$ cat config.mk
export PLATFORM = sky130hd
export DESIGN_NAME = reg_dump_sequencer
export DESIGN_NICKNAME = d
export VERILOG_FILES = /design/src/rtl/dlx_pkg.sv /design/src/rtl/dump_delay_line.sv /design/src/rtl/reg_dump_sequencer.sv
export SDC_FILE = /design/constraint.sdc
export NUM_CORES = 1
export LEC_CHECK = 0
export BUFFER_PORTS_ARGS = -buffer_cell sky130_fd_sc_hd__buf_4
export CAP_MARGIN = 15
export CORE_ASPECT_RATIO = 2
export CORE_MARGIN = 2
export CORE_UTILIZATION = 48
export CTS_CLUSTER_SIZE = 12
export DETAILED_ROUTE_END_ITERATION = 10
export GPL_ROUTABILITY_DRIVEN = 0
export PLACE_DENSITY_LB_ADDON = 0.15
export SLEW_MARGIN = 20
export SYNTH_ARGS = -nofsm -noshare
export SYNTH_HDL_FRONTEND = slang
export SYNTH_SLANG_ARGS = --single-unit
$ cat constraint.sdc
create_clock -name clk -period 5.5 [get_ports clk]
set_input_delay 1.1 -clock clk [delete_from_list [all_inputs] [get_ports clk]]
set_output_delay 1.1 -clock clk [all_outputs]
set_load 0.05 [all_outputs]
$ cat src/rtl/dlx_pkg.sv
// Shared DLX definitions for the register-dump engine: opcodes, register-file
// geometry, dump FSM state encoding and the forced-instruction encoder.
package dlx_pkg;

    localparam logic [5:0] OP_ADDI   = 6'b001000;
    localparam int         NUM_REGS  = 32;
    localparam int         REG_IDX_W = 5;
    localparam int         INST_W    = 32;

    typedef enum logic [2:0] {
        IDLE  = 3'd0,
        DRAIN = 3'd1,
        ISSUE = 3'd2,
        FLUSH = 3'd3,
        DONE  = 3'd4
    } dump_state_t;

    // ADDI r0, rs1, 0 : puts register rs1 on busA in decode without side effects.
    function automatic logic [INST_W-1:0] read_inst(input logic [REG_IDX_W-1:0] r);
        return {OP_ADDI, r, 5'b00000, 16'h0000};
    endfunction

    localparam logic [INST_W-1:0] NOP_INST = {OP_ADDI, 5'd0, 5'd0, 16'h0000};

endpackage

$ cat src/rtl/dump_delay_line.sv
// Fixed-length shift register that tracks {valid, idx} of each forced read
// until its busA value is due, plus an OR of all valid bits for flush detection.
module dump_delay_line #(
    parameter int LATENCY = 1,
    parameter int W       = 6
) (
    input  logic         clk,
    input  logic         reset_n,
    input  logic [W-1:0] din,
    output logic [W-1:0] dout,
    output logic         any_valid
);

    logic [LATENCY-1:0][W-1:0] stage_reg;
    logic [LATENCY-1:0]        stage_valid;

    always_ff @(posedge clk or negedge reset_n) begin
        if (!reset_n) begin
            stage_reg <= '0;
        end else begin
            for (int i = LATENCY - 1; i > 0; i--) begin
                stage_reg[i] <= stage_reg[i-1];
            end
            stage_reg[0] <= din;
        end
    end

    // Valid flag lives in the MSB of every stage.
    genvar gi;
    generate
        for (gi = 0; gi < LATENCY; gi++) begin : g_valid
            assign stage_valid[gi] = stage_reg[gi][W-1];
        end
    endgenerate

    assign dout      = stage_reg[LATENCY-1];
    assign any_valid = |stage_valid;

endmodule

$ cat src/rtl/reg_dump_sequencer.sv
// Register-file dump engine in front of the pipeline instruction port: drains the
// pipeline, forces one ADDI read per register and streams (index, busA) records.
module reg_dump_sequencer
    import dlx_pkg::*;
#(
    parameter int LATENCY      = 1,
    parameter int DRAIN_CYCLES = 4
) (
    input  logic                 clk,
    input  logic                 reset_n,
    input  logic                 start,
    input  logic [INST_W-1:0]    fetch_inst,
    input  logic [INST_W-1:0]    busA_probe,
    output logic [INST_W-1:0]    inst_out,
    output logic                 override,
    output logic                 busy,
    output logic                 dump_valid,
    output logic [REG_IDX_W-1:0] dump_idx,
    output logic [INST_W-1:0]    dump_data,
    output logic                 done
);

    localparam int                  DCW        = (DRAIN_CYCLES > 1) ? $clog2(DRAIN_CYCLES) : 1;
    localparam logic [DCW-1:0]      DRAIN_LOAD = DCW'(DRAIN_CYCLES - 1);
    localparam logic [REG_IDX_W-1:0] LAST_REG  = REG_IDX_W'(NUM_REGS - 1);
    localparam int                  LINE_W     = REG_IDX_W + 1;

    dump_state_t          state_reg, state_next;
    logic [DCW-1:0]       drain_cnt_reg, drain_cnt_next;
    logic [REG_IDX_W-1:0] iss_idx_reg, iss_idx_next;
    logic [INST_W-1:0]    forced_inst;
    logic                 push_valid;

    logic                 override_reg, busy_reg, done_reg;
    logic                 dump_valid_reg;
    logic [REG_IDX_W-1:0] dump_idx_reg;
    logic [INST_W-1:0]    dump_data_reg;

    logic [LINE_W-1:0]    line_in, line_out;
    logic                 line_any_valid;

    always_comb begin
        state_next     = state_reg;
        drain_cnt_next = drain_cnt_reg;
        iss_idx_next   = iss_idx_reg;
        forced_inst    = NOP_INST;
        push_valid     = 1'b0;
        case (state_reg)
            IDLE: begin
                if (start) begin
                    state_next     = DRAIN;
                    drain_cnt_next = DRAIN_LOAD;
                end
            end
            DRAIN: begin
                if (drain_cnt_reg == '0) begin
                    state_next   = ISSUE;
                    iss_idx_next = '0;
                end else begin
                    drain_cnt_next = drain_cnt_reg - 1'b1;
                end
            end
            ISSUE: begin
                forced_inst = read_inst(iss_idx_reg);
                push_valid  = 1'b1;
                // Terminal count is tested before incrementing so the index never wraps here.
                if (iss_idx_reg == LAST_REG) begin
                    state_next = FLUSH;
                end else begin
                    iss_idx_next = iss_idx_reg + 1'b1;
                end
            end
            FLUSH: begin
                if (!line_any_valid) begin
                    state_next = DONE;
                end
            end
            DONE: begin
                state_next = IDLE;
            end
            default: begin
                state_next = IDLE;
            end
        endcase
    end

    always_ff @(posedge clk or negedge reset_n) begin
        if (!reset_n) begin
            state_reg     <= IDLE;
            drain_cnt_reg <= '0;
            iss_idx_reg   <= '0;
            override_reg  <= 1'b0;
            busy_reg      <= 1'b0;
            done_reg      <= 1'b0;
        end else begin
            state_reg     <= state_next;
            drain_cnt_reg <= drain_cnt_next;
            iss_idx_reg   <= iss_idx_next;
            // Decoded from the next state so these flags line up with state_reg.
            override_reg  <= (state_next == DRAIN) || (state_next == ISSUE) || (state_next == FLUSH);
            busy_reg      <= (state_next != IDLE);
            done_reg      <= (state_next == DONE);
        end
    end

    assign line_in = {push_valid, iss_idx_reg};

    dump_delay_line #(
        .LATENCY (LATENCY),
        .W       (LINE_W)
    ) u_delay_line (
        .clk       (clk),
        .reset_n   (reset_n),
        .din       (line_in),
        .dout      (line_out),
        .any_valid (line_any_valid)
    );

    // When a tracked read reaches the output stage its register value is on busA now.
    always_ff @(posedge clk or negedge reset_n) begin
        if (!reset_n) begin
            dump_valid_reg <= 1'b0;
            dump_idx_reg   <= '0;
            dump_data_reg  <= '0;
        end else if (line_out[LINE_W-1]) begin
            dump_valid_reg <= 1'b1;
            dump_idx_reg   <= line_out[REG_IDX_W-1:0];
            dump_data_reg  <= busA_probe;
        end else begin
            dump_valid_reg <= 1'b0;
        end
    end

    assign inst_out   = override_reg ? forced_inst : fetch_inst;
    assign override   = override_reg;
    assign busy       = busy_reg;
    assign done       = done_reg;
    assign dump_valid = dump_valid_reg;
    assign dump_idx   = dump_idx_reg;
    assign dump_data  = dump_data_reg;

endmodule
==> Word level (Yosys, flattened, before mapping) <==
Cells that the tools add are included.
{ "word_totals": {"ff_bits": 57, "in_bits": 67, "out_inout_bits": 73, "elab_cells": 48} }
{ "classes": {"add_sub_neg": 2, "eq_ne": 12, "muxes": 15, "reduce_logical": 9} }
{ "op_table": {"columns": ["operator", "n"], "rows": [
  ["2-to-1 mux 32 bit", 1],
  ["2-to-1 mux 26 bit", 1],
  ["== test 3 x 2 -> 1 bit (second input constant)", 4],
  ["2-to-1 mux 3 bit", 4],
  ["case mux 3 bit (4 select lines)", 1],
  ["2-to-1 mux 5 bit", 2],
  ["case mux 5 bit (2 select lines)", 1],
  ["!= test 2 bit (second input constant)", 4],
  ["== test 3 x 1 -> 1 bit (second input constant)", 2],
  ["AND reduction 3 bit", 2],
  ["adder 5 x 1 -> 5 bit (second input constant)", 1],
  ["== test 5 bit (second input constant)", 1],
  ["2-to-1 mux 2 bit", 2],
  ["case mux 2 bit (2 select lines)", 1],
  ["nonzero test 2 bit", 2],
  ["== test 3 bit (second input constant)", 1],
  ["logical NOT 3 bit", 1],
  ["nonzero test 3 bit", 1],
  ["logical NOT 2 bit", 1],
  ["logical OR 1 bit", 2],
  ["2-to-1 mux 1 bit", 2],
  ["subtractor 2 x 1 -> 2 bit (second input constant)", 1]
]} }

==> Longest topological paths before layout <==
Gate-level depths: netlist (run 1).
{ "depth": {"ltp_word": 6, "mapped_depth": 7} }

==> Cells and area by module <==
A second synthesis (run 1) with hierarchy kept.
{ "hier_totals": {"cells_unflattened": 190, "area_unflattened_um2": 2413.6} }
{ "modules_own_cells": {"columns": ["mod", "instances", "cells_each", "area_per_inst_um2", "seq_area_each_um2"], "rows": [
  ["reg_dump_sequencer", 1, 183, 2255.9, 1276.2],
  ["dump_delay_line", 1, 7, 157.7, 150.1]
]} }

==> Worst setup path after synthesis (run 1) <==
OpenSTA, ideal clock, no wires.
{ "synth_path": {"kind": "in2out", "start": "input port fetch_inst[21]", "end": "output port inst_out[21]", "t_arrival_ns": 2.205, "required_ns": 4.400, "setup_slack_ns": 2.195, "cell_stages": 2, "n_path_buf": 0, "path_cell_list": "inv_1 -> o21ai_0"} }
{ "synth_via": {"elab_chain_cells": 1} }
{ "synth_lines": {"columns": ["element", "line_no", "rtl"], "rows": [
  ["start: declaration", "reg_dump_sequencer.sv:12", "input logic [INST_W-1:0] fetch_inst,"],
  ["2-to-1 mux 32 bit", "reg_dump_sequencer.sv:134", "assign inst_out = override_reg ? forced_inst : fetch_inst;"],
  ["end: declaration", "reg_dump_sequencer.sv:14", "output logic [INST_W-1:0] inst_out,"]
]} }
No other way between the ends.

==> Final worst setup path (run 1) <==
{ "layout_path": {"start": "register state_reg[2]", "end": "output port inst_out[21]"} }
{ "layout_via": {"elab_chain_cells": 3} }
{ "layout_lines": {"columns": ["element", "line_no", "rtl"], "rows": [
  ["start: declaration", "reg_dump_sequencer.sv:28", "dump_state_t state_reg, state_next;"],
  ["start signal: assignment", "reg_dump_sequencer.sv:96", "state_reg <= state_next;"],
  ["== test 3 x 2 -> 1 bit", "reg_dump_sequencer.sv:48", "case (state_reg)"],
  ["2-to-1 mux 26 bit", "reg_dump_sequencer.sv:48", null],
  ["2-to-1 mux 32 bit", "reg_dump_sequencer.sv:134", null]
]} }
No other way between the ends.

==> results of run 1 <==
[cell type report]
class | count | area [µm²]
Timing Repair Buffer | 140 | 1050
Clock inverter | 4 | 75.1
Multi-Input combinational cell | 121 | 1000
Fill cell | 386 | 1320
Sequential cell | 57 | 1430
Tap cell | 58 | 72.6
Inverter | 11 | 41.3
Clock buffer | 12 | 155
[cell families (layout without fill, tap and decap cells)]
kind of cell	count (synthesis)	after routing	share of synthesized area
buf+inv	26	167	0.0476
fa+ha+maj	3	3	0.0147
mux	38	38	0.172
flops	57	57	0.560
simple gates	57	57	0.140
compound gates	23	23	0.0648
[critical path, cell delays in order (launching register included)]
cell	delay, ns
dfrtp_1	0.59
nor3b_2	0.61
nand3_1	0.16
o21ai_0	0.13
buf_4	0.23
[placed cells by master (no fill, tap or decap), types with 6 or more instances in the layout]
cell type,synthesis,layout
mux2_2,37,37
nor2_1,6,6
buf_4,0,140
nor2b_1,28,28
nand3_1,7,7
inv_1,11,11
o21ai_0,6,6
clkbuf_8,0,11
dfrtp_1,57,56
[report_power, final]
group          internal (mW)  switching [mW]  total, mW
sequential             0.576           0.149      0.725
clock                  0.280           0.161      0.441
combinational          0.469           0.861       1.33
total                   1.33            1.17       2.50
[layer usage]
metal / wire length [µm] / global-route usage
met5: 0 / 0
met4: 159 / 0.110
met3: 381 / 0.0591
met2: 3510 / 0.378
met1: 2230 / 0.230
[metrics by stage]
stage | setup slack [ns] | area [µm²]
6_report | 2.36 | 3820
5_1_grt | 2.24 | 3820
4_1_cts | 2.33 | 3820
3_5_place_dp | 2.72 | 3590
3_3_place_gp | 2.74 | 3590
2_1_floorplan | 2.19 | 2550
[final timing paths]
kind                       slack, ns                   end
max                             2.36          inst_out[21]
min                             0.46  u_delay_line.dout[4]
max reg2reg                     3.20        iss_idx_reg[2]
min reg2reg                     0.46  u_delay_line.dout[4]
max in group asynchronous       4.19              override
min in group asynchronous       0.81         dump_data[23]
==> impl_metrics.ini, run 1 <==
[outcome]
status = finished, final reports clean

[timing]
setup_viol = 0
drv_slew = 0
slew_headroom = 0.418
finalSetupTns_ns = 0
hold_viol_final = 0
tightest_slew_ns = 0.872
finClkSkew_ns = 0.00783
fmaxAchievable_mhz = 318
period_share = 0.571
period_minus_slack_ns = 3.14
holdWs_ns = 0.461
rsz0062_at_grt = false

[yosys]
seq_area_frac_synth = 0.560
ys.flop_type = dfrtp_1
syn_nets = 274
syn_area_per_cell_um2 = 12.5
syn_inst = 204
ys_seq_elements = 57
ys_warn_count = 0
synth.top_cell.area_share = 0.560
synth_edf_count = 0
synth.area.top_cells = dfrtp_1, mux2_2, nor2b_1, inv_1, ha_1
synthTopCellsByCount = dfrtp_1, mux2_2, nor2b_1, inv_1, clkbuf_1
async_flop_share = 1.00
synth.most_common_cell = dfrtp_1
mappedNetlistArea_um2 = 2550
yosys.area.top_type = dfrtp_1
yosysUniqueCellTypes = 33

[route]
vias = 2074
vias_per_cell = 5.15
wl_um = 6270
wl_per_cell_um = 15.6
first_pass_iters = 4
drtIter0Drc = 51
antenna_left = 0
route.detailed.drc = 0

[clock_network]
clkTransAtPathRegs_ns = 0.06
cts_inserted_buffers = 9
cts_buffer_depth = 2
cts_tree = built
cts.sinks = 57
cts_setup_buffers = 0
clockRootBuffer = clkbuf_8
cts_max_level = 3
cts_resized = 0
ctsHoldBuffers = 0
clock_latency_ns = 0.33

[critical_path]
crit_type = reg2out
required_ns = 4.40
critPathLaunch = state_reg[2]
cp-end-kind = output pin
ff2ff_path_depth = 6
cp_max_fo = 19
startpoint_type = register
timing.rr.start = iss_idx_reg[0]
cp_data_arrival_time_ns = 2.04

[floorplan]
dieHeight_um = 107
num_io_pins = 140
rows = 37
start_util = 0.496
die_w_um = 55.5
coreArea_um2 = 5140
fp.dieArea_um2 = 5940

[power]
power.density_nw_per_um2 = 653
power.leakage_nw = 1.92
ir_worst_vdd_mv = 0.433
power_mw = 2.50

[global_routing]
antenna_found_initial = 0
grt_pass1_vias = 2036
grt_usage = 0.214
grt_pass1_wl_um = 9800
grt_overflow = 0
grt_max_degree = 58

[final_layout]
area_delta_synth_final_pct = 50.0
fin_cells = 403
drive_gt1_frac = 0.571
diodes = 0
utilization = 0.744
largest_reg_flops = 32
final_nets = 410

[worst_hold_path]
worstHoldPathCells = 0
holdCritPathClass = reg2reg
min-delay-start = iss_idx_reg[4]

[run]
maxCapViolations = 0

[placed_design]
dpl.cell_count = 387
portBuffers = 139
place_hpwl_um = 4640
Note: power is estimated with default switching activity, not from simulation.
==> run 2, diff against run 1 <==
--- a/config.mk
+++ b/config.mk
@@ -9,7 +9,7 @@
 export CAP_MARGIN = 15
 export CORE_ASPECT_RATIO = 2
 export CORE_MARGIN = 2
-export CORE_UTILIZATION = 48
+export CORE_UTILIZATION = 40
 export CTS_CLUSTER_SIZE = 12
 export DETAILED_ROUTE_END_ITERATION = 10
 export GPL_ROUTABILITY_DRIVEN = 0
==> constraint.sdc (replaced) <==
create_clock -name clk -period 2.6 [get_ports clk]
set_input_delay 0.52 -clock clk [delete_from_list [all_inputs] [get_ports clk]]
set_output_delay 0.52 -clock clk [all_outputs]
set_load 0.05 [all_outputs]
==> run 2 against run 1 <==
  * Setup slack lost 2.1 ns
  * Clock skew shrank 0.0050 ns
  * First-iteration DRC count shrank 24%
  * Sequential power grew 100%
  * Non-clock buffer count grew 3
  * Clock power grew 140%
  * Global-route usage shrank 2.3 points
  * Critical endpoint is now inst_out[22]
  * Largest cell class unchanged
  * Largest power group unchanged
  * Highest routed layer unchanged
==> impl_metrics.ini, run 2 (synthesis results as in run 1) <==
[global_routing]
global_route.usage.met3 = 0.0615
grt_max_degree = 58
grt_usage = 0.191
grt_pass1_vias = 2017
antenna_found_initial = 0
grt_busiest_layer = met2
grt_pass1_wl_um = 9630
grtUsageMet1 = 0.165
gr-usage-met2 = 0.375
grt_overflow = 0

[timing]
finalSetupTns_ns = 0
period_minus_slack_ns = 2.37
tightest_slew_ns = 0.796
setup_viol = 0
fmaxAchievable_mhz = 422
finClkSkew_ns = 0.00286
hold_viol_final = 0
drv_slew = 0
setup_ws_ns = 0.228
period_share = 0.912
slew_headroom = 0.469
holdWs_ns = 0.247
rsz0062_at_grt = false

[run]
maxCapViolations = 0

[placed_design]
portBuffers = 139
place_hpwl_um = 5100
pre_cts_ws_ns = 0.365

[floorplan]
fp.dieArea_um2 = 7060
num_io_pins = 140
die_w_um = 60.4
start_util = 0.407
dieHeight_um = 117
rows = 41
coreArea_um2 = 6260

[route]
first_pass_iters = 4
wl_per_cell_um = 15.6
route.detailed.drc = 0
drtIter0Drc = 39
wl_um = 6740
vias_per_cell = 4.84
antenna_left = 0
vias = 2086

[critical_path]
ff2ff_path_depth = 6
cp_slowest_cell = dfrtp_1
max_stage_delay_ns = 0.58
crit_type = reg2out
cp_max_fo = 15
path_cells = nor3b_4 > nand3_1 > o21ai_0 > buf_4
startpoint_type = register
cp-end-kind = output pin
required_ns = 2.08
cp_data_arrival_time_ns = 1.85

[outcome]
status = finished, final reports clean

[final_layout]
fill_cells = 549
final_cell_mix = buf_4, dfrtp_1, mux2_2, nor2b_1, inv_1
final_nets = 413
diodes = 0
area_delta_synth_final_pct = 54.1
largest_reg_flops = 32
layout_commonest_cell = buf_4
drive_gt1_frac = 0.568

[power]
power.density_nw_per_um2 = 1390
ir_worst_vdd_mv = 0.703
power.leakage_nw = 1.96
power_mw = 5.45

[worst_hold_path]
holdCritPathClass = in2async

[clock_network]
clkTransAtPathRegs_ns = 0.05
clockRootBuffer = clkbuf_16
cts_inserted_buffers = 9
cts_max_level = 3
ctsHoldBuffers = 0
cts.sinks = 57
cts_buffer_depth = 2
cts_tree = built
clock_latency_ns = 0.31
==> run 2: cell count changes in the layout (fill, tap and decap cells not counted), sizes merged <==
| cell | delta |
|---|---|
| buf | +3 |
| bufinv | -2 |
| clkinvlp | -2 |
| clkbuf | +1 |
==> run 2: final cells by class <==
class,count,area [µm²],area share
inverters,11,41.3,0.0105
well taps,86,108,0.0274
multi-input cells,121,1010,0.256
clock buffers,13,270,0.0689
repair buffers,143,1070,0.274
flip-flops and latches,57,1430,0.363
==> run 2: worst max-delay path, delay by kind of cell, from the launching register on <==
family          cells  cell delay (ns)
compound gates      1             0.12
buf+inv             1             0.23
flops               1             0.58
simple gates        2             0.60
==> run 2: power by group <==
group	total (mW)	internal, mW	switching (mW)
sequential	1.48	1.22	0.262
combinational	2.92	1.02	1.90
clock	1.04	0.702	0.337
total	5.45	2.94	2.50
==> run 2: path summary, 6_finish.rpt <==
check / from / to / slack (ns)
max: state_reg[1] / inst_out[22] / 0.23
min: reset_n / drain_cnt_reg[0] / 0.25
max reg2reg: iss_idx_reg[0] / iss_idx_reg[4] / 0.35
min reg2reg: iss_idx_reg[4] / u_delay_line.dout[4] / 0.44
max in group asynchronous: reset_n / u_delay_line.dout[3] / 1.87
min in group clk: busA_probe[2] / dump_data[2] / 0.44
==> run 2: through the flow <==
step            util  cells  instance area [µm²]
2_1_floorplan      -    204                 2550
3_3_place_gp   0.583    418                 3650
3_5_place_dp   0.583    418                 3650
4_1_cts        0.626    431                 3920
5_1_grt        0.627    431                 3930
6_report       0.627    431                 3930
==> run 2: layer usage <==
layer / up-vias / share of wire
met5: - / 0
met4: 0 / 0.020
met3: 11 / 0.096
met2: 103 / 0.57
met1: 993 / 0.31
li1: 979 / -
==> run 2: repair_timing <==
item,CTS,global route
buffers inserted,0,0
setup endpoints to repair,0,5
resized for setup,0,1
==> run 3, diff against run 2 <==
--- a/config.mk
+++ b/config.mk
@@ -13,7 +13,7 @@
 export CTS_CLUSTER_SIZE = 12
 export DETAILED_ROUTE_END_ITERATION = 10
 export GPL_ROUTABILITY_DRIVEN = 0
-export PLACE_DENSITY_LB_ADDON = 0.15
+export PLACE_DENSITY = 0.76
 export SLEW_MARGIN = 20
 export SYNTH_ARGS = -nofsm -noshare
 export SYNTH_HDL_FRONTEND = slang
==> run 3 against run 2 <==
  * Critical endpoint is now inst_out[24]
  * Largest cell class unchanged
  * Register-to-register slack improved by 0.03 ns
  * Clock skew grew 0.0027 ns
  * First-iteration DRC count down 21%
  * Total power up 3.8%
  * Cell area up 1.3%
==> impl_metrics.ini, run 3 (synthesis results as in run 1) <==
[route]
route.detailed.drc = 0
vias = 2121
drtIter0Drc = 31
first_pass_iters = 4
vias_per_cell = 4.91
wl_um = 6630
wl_per_cell_um = 15.4
antenna_left = 0

[clock_network]
cts.sinks = 57
cts_inserted_buffers = 9
clkTransAtPathRegs_ns = 0.05
cts_buffer_depth = 2
cts_tree = built
clockRootBuffer = clkbuf_16
cts_max_level = 3
clock_latency_ns = 0.32

[timing]
hold_viol_final = 0
finClkSkew_ns = 0.00556
period_share = 0.901
period_minus_slack_ns = 2.34
slew_headroom = 0.399
setup_ws_ns = 0.256
fmaxAchievable_mhz = 427
tightest_slew_ns = 0.901
drv_slew = 0
setup_viol = 0
rsz0062_at_grt = false

[power]
power_mw = 5.66
ir_worst_vdd_mv = 0.707
power.density_nw_per_um2 = 1420
power.leakage_nw = 1.98

[critical_path]
cp-endpoint = inst_out[24]
timing.rr.start = iss_idx_reg[0]
crit_type = reg2out
startpoint_type = register
rrSetupSlack_ns = 0.38
cp-end-kind = output pin
rr_endpoint = iss_idx_reg[2]
cp_max_fo = 15
critPathLaunch = state_reg[1]
cp_data_arrival_time_ns = 1.82
required_ns = 2.08
ff2ff_path_depth = 6

[global_routing]
grt_pass1_wl_um = 9800
grt_pass1_vias = 2045
antenna_found_initial = 0
grt_usage = 0.197
grt_overflow = 0
grt_max_degree = 58

[final_layout]
area_delta_synth_final_pct = 56.0
fill_cells = 530
drive_gt1_frac = 0.569
layout_commonest_cell = buf_4
final_cell_mix = buf_4, dfrtp_1, mux2_2, nor2b_1, inv_1
diodes = 0
largest_reg_flops = 32
utilization = 0.635
final_nets = 411
fin_area_um2 = 3980

[floorplan]
die_w_um = 60.4
rows = 41
coreArea_um2 = 6260
start_util = 0.407
num_io_pins = 140
dieHeight_um = 117
fp.dieArea_um2 = 7060

[placed_design]
dpl-instance-area_um2 = 3630
place_hpwl_um = 5010
pre_cts_ws_ns = 0.392
portBuffers = 139

[run]
maxCapViolations = 0

[outcome]
status = finished, final reports clean

[worst_hold_path]
holdCritPathClass = in2async
[run 3: changes by cell type in the layout (fill, tap and decap cells not counted)]
cell,previous run,this run
bufinv_16,0,2
dfrtp_1,57,56
dfrtp_2,0,1
clkbuf_1,1,2
buf_4,143,141
[run 3: repair_timing]
action,in CTS,in global routing
gates resized for setup,0,1
buffers inserted,0,0
endpoints found under the setup margin,0,5
hold buffers,0,0
endpoints found under the hold margin,0,0
[run 3: cell type report]
class                   count  area (µm²)  area share
flip-flops and latches     57        1430       0.359
repair buffers            141        1060       0.266
multi-input cells         121        1010       0.253
clock buffers              14         274      0.0689
well taps                  86         108      0.0271
clock inverters             2        60.1      0.0151
inverters                  11        41.3      0.0104
[run 3: how the worst min path moves through the flow]
| stage | from | endpoint | slack, ns |
|---|---|---|---|
| after global placement | iss_idx_reg[4] | u_delay_line.dout[4] | 0.44 |
| final | reset_n | dump_data[24] | 0.25 |
| after floorplan | reset_n | busy | 0.22 |
| after detailed placement | iss_idx_reg[4] | u_delay_line.dout[4] | 0.45 |
| after global routing | reset_n | dump_data[25] | 0.31 |
| after CTS | reset_n | dump_data[25] | 0.28 |
[run 3: critical path: stages, from the launching register on]
cell,delay (ns)
dfrtp_1,0.57
nor3b_4,0.46
nand3_1,0.13
o21ai_0,0.11
buf_4,0.23
[run 3: where the power goes]
| part | total [mW] | leakage [nW] | switching [mW] | internal, mW |
|---|---|---|---|---|
| sequential | 1.51 | 0.718 | 0.293 | 1.22 |
| clock | 1.28 | 0.163 | 0.363 | 0.915 |
| combinational | 2.86 | 1.10 | 1.85 | 1.01 |
[run 3: stage by stage]
stage,setup TNS [ns],hold WS [ns],cells
finish,0,0.254,432
global route,0,0.309,432
CTS,0,0.281,432
detailed placement,0,0.448,416
global placement,0,0.444,416
floorplan,-0.227,0.224,204
[run 3: layer usage]
layer	up-vias	global-route usage	routed length, µm
met3	25	0.0505	586
met2	116	0.362	3750
met5	-	0	0
met1	1002	0.176	1950
met4	0	0.142	345
li1	978	-	-
